$ cat src/rtl/rom_loader_pkg.sv
// Shared types for the ROM download loader: FSM state and FIFO entry.
package rom_loader_pkg;

    typedef enum logic [2:0] {IDLE, LOAD, FLUSH, DRAIN, DONE} state_t;

    // Word-address field is sized for the widest supported ioctl address.
    localparam int unsigned WADDR_MAX = 32;

    typedef struct packed {
        logic [WADDR_MAX-1:0] waddr;
        logic [15:0]          data;
    } fifo_entry_t;

endpackage

$ cat src/rtl/rom_loader_fifo.sv
// Synchronous FIFO of packed words; a push on a full FIFO is accepted only with a same-cycle pop.
module rom_loader_fifo
    import rom_loader_pkg::*;
#(
    parameter int unsigned DEPTH = 4
) (
    input  logic        clk,
    input  logic        reset,
    input  logic        push,
    input  fifo_entry_t din,
    input  logic        pop,
    output fifo_entry_t dout,
    output logic        full,
    output logic        empty
);
    localparam int unsigned PW = $clog2(DEPTH);

    fifo_entry_t mem [DEPTH];
    logic [PW:0] wr_ptr;
    logic [PW:0] rd_ptr;
    logic        do_push;
    logic        do_pop;

    assign empty   = (wr_ptr == rd_ptr);
    assign full    = (wr_ptr[PW] != rd_ptr[PW]) && (wr_ptr[PW-1:0] == rd_ptr[PW-1:0]);
    assign do_pop  = pop && !empty;
    assign do_push = push && (!full || do_pop);
    assign dout    = mem[rd_ptr[PW-1:0]];

    always_ff @(posedge clk) begin
        if (do_push) mem[wr_ptr[PW-1:0]] <= din;
    end

    always_ff @(posedge clk) begin
        if (reset) begin
            wr_ptr <= '0;
            rd_ptr <= '0;
        end else begin
            if (do_push) wr_ptr <= wr_ptr + 1'b1;
            if (do_pop)  rd_ptr <= rd_ptr + 1'b1;
        end
    end

endmodule

$ cat src/rtl/rom_loader.sv
// Packs ioctl download bytes into big-endian words and streams them to SDRAM.
// Define ROM_LOADER_CHECKSUM_EN to enable the 16-bit download byte checksum.
module rom_loader #(
    parameter int unsigned FIFO_DEPTH = 4,
    parameter int unsigned AW         = 25
) (
    input  logic          clk_96M,
    input  logic          reset,
    input  logic          rom_download,
    input  logic          ioctl_wr,
    input  logic [AW-1:0] ioctl_addr,
    input  logic [7:0]    ioctl_dout,
    output logic          sdram_req,
    input  logic          sdram_ack,
    output logic [AW-2:0] sdram_addr,
    output logic [15:0]   sdram_din,
    output logic          rom_loaded,
    output logic          busy,
    output logic          overflow,
    output logic [15:0]   checksum
);
    import rom_loader_pkg::*;

    state_t      state;
    logic        dl_q;
    logic        dl_rise;
    logic        dl_fall;
    logic        wr_ok;
    logic [AW-2:0] waddr;

    logic        pend_valid;
    logic [7:0]  pend_byte;
    logic [AW-2:0] pend_waddr;
    logic        push_q;
    fifo_entry_t push_entry;

    logic        flush_push;
    logic        fifo_push;
    logic        fifo_pop;
    logic        fifo_full;
    logic        fifo_empty;
    fifo_entry_t fifo_din;
    fifo_entry_t fifo_head;
    logic        unused_head_hi;

    assign waddr          = ioctl_addr[AW-1:1];
    assign dl_rise        = rom_download & ~dl_q;
    assign dl_fall        = ~rom_download & dl_q;
    assign wr_ok          = ioctl_wr & rom_download;
    assign flush_push     = (state == FLUSH) & pend_valid;
    assign fifo_push      = push_q | flush_push;
    assign fifo_pop       = sdram_req & sdram_ack;
    assign busy           = (state == LOAD) || (state == FLUSH) || (state == DRAIN);
    assign unused_head_hi = ^fifo_head.waddr[WADDR_MAX-1:AW-1];

    // Writes are ignored while rom_download is low, so push_q never collides with the flush push.
    always_comb begin
        fifo_din = push_entry;
        if (!push_q) begin
            fifo_din.waddr = WADDR_MAX'(pend_waddr);
            fifo_din.data  = {pend_byte, 8'hFF};
        end
    end

    always_ff @(posedge clk_96M) begin
        if (reset) begin
            pend_valid <= 1'b0;
            pend_byte  <= '0;
            pend_waddr <= '0;
            push_q     <= 1'b0;
            push_entry <= '0;
        end else begin
            push_q <= 1'b0;
            if (state == FLUSH) pend_valid <= 1'b0;
            if (wr_ok) begin
                if (!ioctl_addr[0]) begin
                    // A second even byte evicts the unpaired one as a half word.
                    if (pend_valid) begin
                        push_q           <= 1'b1;
                        push_entry.waddr <= WADDR_MAX'(pend_waddr);
                        push_entry.data  <= {pend_byte, 8'hFF};
                    end
                    pend_valid <= 1'b1;
                    pend_byte  <= ioctl_dout;
                    pend_waddr <= waddr;
                end else begin
                    push_q           <= 1'b1;
                    push_entry.waddr <= WADDR_MAX'(waddr);
                    if (pend_valid && (pend_waddr == waddr)) begin
                        push_entry.data <= {pend_byte, ioctl_dout};
                        pend_valid      <= 1'b0;
                    end else begin
                        push_entry.data <= {8'hFF, ioctl_dout};
                    end
                end
            end
        end
    end

    always_ff @(posedge clk_96M) begin
        if (reset) begin
            state      <= IDLE;
            dl_q       <= 1'b0;
            rom_loaded <= 1'b0;
            overflow   <= 1'b0;
            sdram_req  <= 1'b0;
            sdram_addr <= '0;
            sdram_din  <= '0;
        end else begin
            dl_q <= rom_download;
            if (dl_rise) begin
                rom_loaded <= 1'b0;
                overflow   <= 1'b0;
            end
            if (fifo_push && fifo_full && !fifo_pop) overflow <= 1'b1;

            case (state)
                IDLE, DONE: if (dl_rise) state <= LOAD;
                LOAD:       if (dl_fall) state <= FLUSH;
                FLUSH:      state <= dl_rise ? LOAD : DRAIN;
                DRAIN: begin
                    if (dl_rise) begin
                        state <= LOAD;
                    end else if (fifo_empty && !sdram_req) begin
                        state      <= DONE;
                        rom_loaded <= 1'b1;
                    end
                end
                default:    state <= IDLE;
            endcase

            // Dropping req on the ack cycle forces a one-cycle gap before the next request.
            if (fifo_pop) begin
                sdram_req <= 1'b0;
            end else if (!sdram_req && !fifo_empty) begin
                sdram_req  <= 1'b1;
                sdram_addr <= fifo_head.waddr[AW-2:0];
                sdram_din  <= fifo_head.data;
            end
        end
    end

`ifdef ROM_LOADER_CHECKSUM_EN
    logic [15:0] sum;

    always_ff @(posedge clk_96M) begin
        if (reset) begin
            sum <= '0;
        end else if (dl_rise) begin
            sum <= wr_ok ? {8'h00, ioctl_dout} : '0;
        end else if (wr_ok) begin
            sum <= sum + {8'h00, ioctl_dout};
        end
    end

    assign checksum = sum;
`else
    assign checksum = '0;
`endif

    rom_loader_fifo #(
        .DEPTH(FIFO_DEPTH)
    ) u_fifo (
        .clk   (clk_96M),
        .reset (reset),
        .push  (fifo_push),
        .din   (fifo_din),
        .pop   (fifo_pop),
        .dout  (fifo_head),
        .full  (fifo_full),
        .empty (fifo_empty)
    );

endmodule

$ cat config.mk
export PLATFORM = sky130hd
export DESIGN_NAME = rom_loader
export DESIGN_NICKNAME = d
export VERILOG_FILES = /design/src/rtl/rom_loader_pkg.sv /design/src/rtl/rom_loader_fifo.sv /design/src/rtl/rom_loader.sv
export SDC_FILE = /design/constraint.sdc
export NUM_CORES = 1
export LEC_CHECK = 0
export ABC_CLOCK_PERIOD_IN_PS = 6000
export BUFFER_PORTS_ARGS = -buffer_cell sky130_fd_sc_hd__buf_2
export CELL_PAD_IN_SITES_DETAIL_PLACEMENT = 0
export CELL_PAD_IN_SITES_GLOBAL_PLACEMENT = 2
export CORE_AREA = 2 2 181 183
export DETAILED_ROUTE_END_ITERATION = 10
export DIE_AREA = 0 0 183 185
export MAX_ROUTING_LAYER = met4
export PLACE_DENSITY = 0.75
export SYNTH_ARGS = -nofsm -noshare
export SYNTH_HDL_FRONTEND = slang
export SYNTH_SLANG_ARGS = --single-unit
$ cat constraint.sdc
create_clock -name clk_96M -period 6 [get_ports clk_96M]
set_input_delay 1.2 -clock clk_96M [delete_from_list [all_inputs] [get_ports clk_96M]]
set_output_delay 1.2 -clock clk_96M [all_outputs]
set_load 0.005 [all_outputs]
# --- After elaboration in Yosys (flattened, before gate mapping) ---
# Memory sizes are Yosys's and may differ from the RTL's. A register that Yosys moved wholly into a read port is not among the register bits.
# Index checks and enable logic that the tools add are counted.
word_totals:
  ramBits: 192
  memories: 1
  out_inout_bits: 60
  word_cells: 87
  in_bits: 38
  regBits: 95
memory_table:
  columns: ["name", "depth", "width", "read_ports", "rd_clocked_by_memory_dff", "write_ports", "line", "text"]
  rows:
  - ["u_fifo.mem", 4, 48, 1, 1, 1, "rom_loader_fifo.sv:18", "fifo_entry_t mem [DEPTH];"]
op_classes:
  bitwise_logic: 11
  n_addsub: 2
  n_reduce_logical: 25
  n_eq_ne: 11
  muxes: 24
op_table:
  columns: ["op", "count"]
  rows:
  - ["$mux 48", 3]
  - ["$eq 24x24->1", 1]
  - ["$mux 16", 1]
  - ["$mux 1", 14]
  - ["$mux 3", 4]
  - ["$pmux 3 s4", 1]
  - ["$logic_and 1x1->1", 8]
  - ["$add 3x1->3 const B", 2]
  - ["$eq 3x2->1 const B", 2]
  - ["$reduce_and 2->1", 3]
  - ["$reduce_or 2->1", 3]
  - ["$and 1x1->1", 5]
  - ["$not 1->1", 5]
  - ["$logic_not 1->1", 4]
  - ["$ne 2x2->1 const B", 2]
  - ["$reduce_bool 2->1", 2]
  - ["$eq 3x1->1 const B", 1]
  - ["$eq 3x3->1", 1]
  - ["$eq 3x3->1 const B", 1]
  - ["$logic_not 3->1", 1]
  - ["$logic_or 1x1->1", 3]
  - ["$ne 3x2->1 const B", 1]
  - ["$reduce_and 3->1", 1]
  - ["$eq 2x2->1", 1]
  - ["3 further kinds", 3]

# --- Longest topological paths before layout ---
logic_depth:
  word_depth: 7
  mapped_depth: 7

# --- By module ---
# From an unflattened synthesis, not the netlist that was laid out.
unflattened:
  hier_cells: 948
  area_unflattened_um2: 12921.1
modules_own_cells:
  columns: ["module", "n_inst", "area_each_um2", "cells_per_inst"]
  rows:
  - ["rom_loader_fifo", 1, 7450.9, 305]
  - ["rom_loader", 1, 5470.2, 643]

# --- Worst setup path before layout ---
# No wires, ideal clock.
synth_path:
  path_kind: "input port to flip-flop"
  start: "input sdram_ack"
  end: "memory u_fifo.mem[0][0] (netlist name) (enable)"
  t_arrival_ns: 2.436
  slack_ns: 3.163
  cell_stages: 3
  required_ns: 5.599
  n_path_buf: 0
  path_cell_list: "nand2_1 nand4_2 and3_1"
synth_between:
  elab_chain_len: 6
synth_lines:
  columns: ["element", "line", "text"]
  rows:
  - ["start: declaration", "rom_loader.sv:14", "input logic sdram_ack,"]
  - ["$and 1x1->1", "rom_loader.sv:52", "assign fifo_pop = sdram_req & sdram_ack;"]
  - ["$logic_and 1x1->1", "rom_loader_fifo.sv:26", "assign do_pop = pop && !empty;"]
  - ["$logic_or 1x1->1", "rom_loader_fifo.sv:27", "assign do_push = push && (!full || do_pop);"]
  - ["$logic_and 1x1->1", "rom_loader_fifo.sv:27", null]
  - ["$mux 1", "rom_loader_fifo.sv:31", "if (do_push) mem[wr_ptr[PW-1:0]] <= din;"]
  - ["$mux 1 (not written as such)", "rom_loader_fifo.sv:31", null]
  - ["end: declaration", "rom_loader_fifo.sv:18", null]
# Every way passes these cells.

# --- Final worst setup path ---
layout_path:
  start: "input ioctl_addr[0]"
  end: "register push_entry[13] (netlist name)"
layout_between:
  elab_chain_len: 2
  elab_cells_between_ends: 3
  classes_between: "mux: 1; reduce/logical: 2"
layout_lines:
  columns: ["element", "line", "text"]
  rows:
  - ["start: declaration", "rom_loader.sv:11", "input logic [AW-1:0] ioctl_addr,"]
  - ["$reduce_bool 2->1 (no source line)", null, null]
  - ["$reduce_and 2->1 (no source line)", null, null]
  - ["end: declaration", "rom_loader.sv:35", "fifo_entry_t push_entry;"]
# Several ways; a longest one is shown, not always the timed one.
# A chain may end at the register's enable or synchronous reset.

==> impl_metrics.csv <==
group,metric,value,unit
clocking,cts_setup_buffers,0,
min_path,hold_end,"sdram_din[2]$_SDFFE_PP0P_",
synthesis,synth_area,11700,um2
clocking,cts_buffers,31,
sta,hold_viol,0,
sta,post-route-min-period,3.25,ns
critical_path,crit_slowest_cell,"buf_2",
floorplan,die_y,185,um
min_path,min_path_type,"flop to flop",
clocking,clock-sinks,287,
place,dp_hpwl,15.7,mm
route,antenna_left,0,
layout,drive_gt1_share,23.0,%
layout,ff_latch_area,7350,um2
synthesis,yosysTopAreaCell,"edfxtp_1",
route,vias,6917,
place,io_buffers,81,
synthesis,ys_async_sr_fraction,0,%
critical_path,r2r.worst_path.cells,3,
synthesis,synth_edf_count,160,
place,place_area,12300,um2
synthesis,synthFlopType,"edfxtp_1",
synthesis,synth_cell_types,50,
sta,finalSetupViolCount,0,
floorplan,start_util,36.4,%
route,drtIter0Drc,344,
synthesis,seq_area_frac_synth,62.9,%
synthesis,synth_top_area_share,41.1,%
critical_path,critPathRequiredTime,6.47,ns
run_status,status,"finished clean",
sta,tns,0,ns
synthesis,synth-adder-area-share,0.536,%
min_path,holdCritStartpoint,"sdram_din[2]$_SDFFE_PP0P_",
route,drc,0,
critical_path,slowest_delay,0.82,ns
sta,rsz0062_at_grt,"false",
sta,slew_headroom,24.7,%
floorplan,die_w,183,um
synthesis,synthMuxAreaShare,13.1,%
route,via_per_inst,4.94,
synthesis,synthSimpleGateAreaFrac,9.72,%
sta,tightest_slew,1.13,ns
critical_path,critPathCaptureType,"flop",
global_routing,grtUsageTotal,15.5,%
layout,design_area,13400,um2
layout,insertedDiodeCount,0,
global_routing,grt_pass1_wl,39.5,mm
synthesis,ys_warn_count,0,
global_routing,grt_pass1_vias,6769,
layout,areaGrowthSynthToFinish,14.5,%
clocking,clk_pin_slew,0.06,ns
power_and_ir_drop,ir_drop,203,uV
critical_path,crit_chain,"buf_2, o211a_2, buf_4, nor2_1, or3_1, a41oi_1",
place,place_ws,2.18,ns
layout,nets,1010,
floorplan,dieArea,33900,um2
sta,finalCritPeriodShare,54.1,%
clocking,cts_tree,"done",
critical_path,crit_fanout,51,
clocking,cts_root_buffer,"clkbuf_16",
critical_path,crit_type,"primary input to flop",
synthesis,avgSynthCellArea,12.9,um2
global_routing,antenna_found_initial,0,
layout,fill_cells,2998,
synthesis,synth.area.top_cells,"edfxtp_1 (41%), dfxtp_1 (22%), mux4_2 (7.7%)",
layout,multiInputGateArea,4000,um2
route,wl_per_cell,18.2,um
sta,drv_slew,0,
power_and_ir_drop,p_leak,0.00457,uW
sta,clock_skew,0.00692,ns
critical_path,worstPathArrival,3.71,ns
critical_path,worstReg2RegStart,"state[1]$_SDFFE_PP0P_",
synthesis,synth-xor-area-share,2.53,%
synthesis,ys_ff_latch,287,
clocking,ctsResizeCount,0,
synthesis,netlist_instances,905,
job,cap_violations,0,
route,wirelength,25.5,mm
route,drt-pass1-iter-count,4,
synthesis,synth_top_family_by_area,"multiplexers",
critical_path,crit_path_start_kind,"primary input",
sta,postLayoutSetupSlackWorst,2.75,ns
clocking,clock_latency,0.54,ns
clocking,cts.hold.buffers_added,0,
floorplan,rows,66,
floorplan,core_area,32000,um2
critical_path,worstReg2RegEnd,"u_fifo.mem[1][10]$_DFFE_PP_",
floorplan,ios,98,
power_and_ir_drop,cellPowerDensity,320,nW/um2
place,gp_congestion,0.764,
min_path,min_path_cells,2,
clocking,clockBufferDepth,3,
synthesis,synth-compound-area-share,7.69,%
critical_path,reg2reg_slack,3.43,ns
clocking,cts.htree.levels,1,
sta,max_freq,308,MHz
layout,final_util,41.8,%
global_routing,grt_overflow,0,
global_routing,grt_max_degree,61,
==> flip-flops by register name, indices dropped and copies added, names as in the netlist, 3 cells and up <==
| name | count |
|---|---|
| pend_waddr | 24 |
| pend_byte | 8 |
| u_fifo.rd_ptr | 3 |
| state | 3 |
| sdram_din | 16 |
| sdram_addr | 24 |
| u_fifo.wr_ptr | 3 |
| u_fifo.mem | 160 |
| push_entry | 40 |
==> per-stage QoR <==
stage / power (uW) / hold WS (ns) / cells
after floorplan: 2340 / 0.453 / 920
after global placement: 2420 / 0.441 / 1342
after detailed placement: 2420 / 0.443 / 1342
after CTS: 4340 / 0.452 / 1399
after global routing: 4450 / 0.466 / 1399
final: 4290 / 0.451 / 1399
==> worst max-delay path, delay by kind of cell <==
family / cells / cell delay (ns)
buffers and inverters: 2 / 1.33
AOI/OAI and AO/OA: 2 / 0.69
and+or+nand+nor: 2 / 0.46
==> area by class of cell <==
cell class	instances	area share [%]
clock buffer	37	6.04
inverter	4	0.112
timing repair buffer	89	3.50
tap	408	3.82
clock inverter	20	1.66
sequential	287	54.9
multi-input combinational	554	29.9
==> power by group <==
part	internal [uW]	switching [uW]	total [uW]	leakage (uW)
Clock	1140	774	1910	0.000498
Combinational	91.3	140	231	0.00161
Sequential	2120	28.0	2140	0.00247
==> layout by cell type (no fill, tap or decap), drive strengths merged, types with 26 or more instances in the layout <==
master / instances
a211oi: 26
a21oi: 78
buf: 89
clkbuf: 37
dfxtp: 127
edfxtp: 160
mux2: 33
mux4: 40
nand2: 150
nor2: 52
==> how the worst max path moves through the flow <==
stage,start,endpoint,slack [ns],cells past startpoint
5_1_grt,ioctl_addr[0],push_entry[13]$_SDFFE_PP0P_,2.56,6
2_1_floorplan,sdram_ack,u_fifo.mem[0][0]$_DFFE_PP_,3.16,3
4_1_cts,ioctl_addr[0],push_entry[13]$_SDFFE_PP0P_,2.75,6
3_3_place_gp,ioctl_addr[0],push_entry[13]$_SDFFE_PP0P_,2.19,6
6_report,ioctl_addr[0],push_entry[13]$_SDFFE_PP0P_,2.75,6
3_5_place_dp,ioctl_addr[0],push_entry[15]$_SDFFE_PP0P_,2.18,6
==> kinds of logic after synthesis <==
kind of cell / count (synthesis)
AO/OA/AOI/OAI: 144
XOR/XNOR: 32
adder cells (fa/ha/maj): 5
buffers and inverters: 79
flip-flops: 287
multiplexers: 98
other: 1
AND/OR/NAND/NOR: 259
==> Yosys cell counts (22+ instances only) <==
cell and instances:
dfxtp_1 127, edfxtp_1 160, nand2_1 150, xnor2_1 23, a211oi_1 26, nor2_1 52, mux4_2 40, buf_2 22
mux2i_1 25, clkbuf_1 26, mux2_2 32, a21oi_1 78
==> metal layers <==
layer	part of all wire, %	vias to the layer above	GRT usage, %
li1	-	3399	-
met1	50	3346	22.4
met2	44	146	23.4
met3	4.0	26	2.12
met4	1.4	0	3.33
met5	0	-	-
Power figures use the tool's default switching activity.
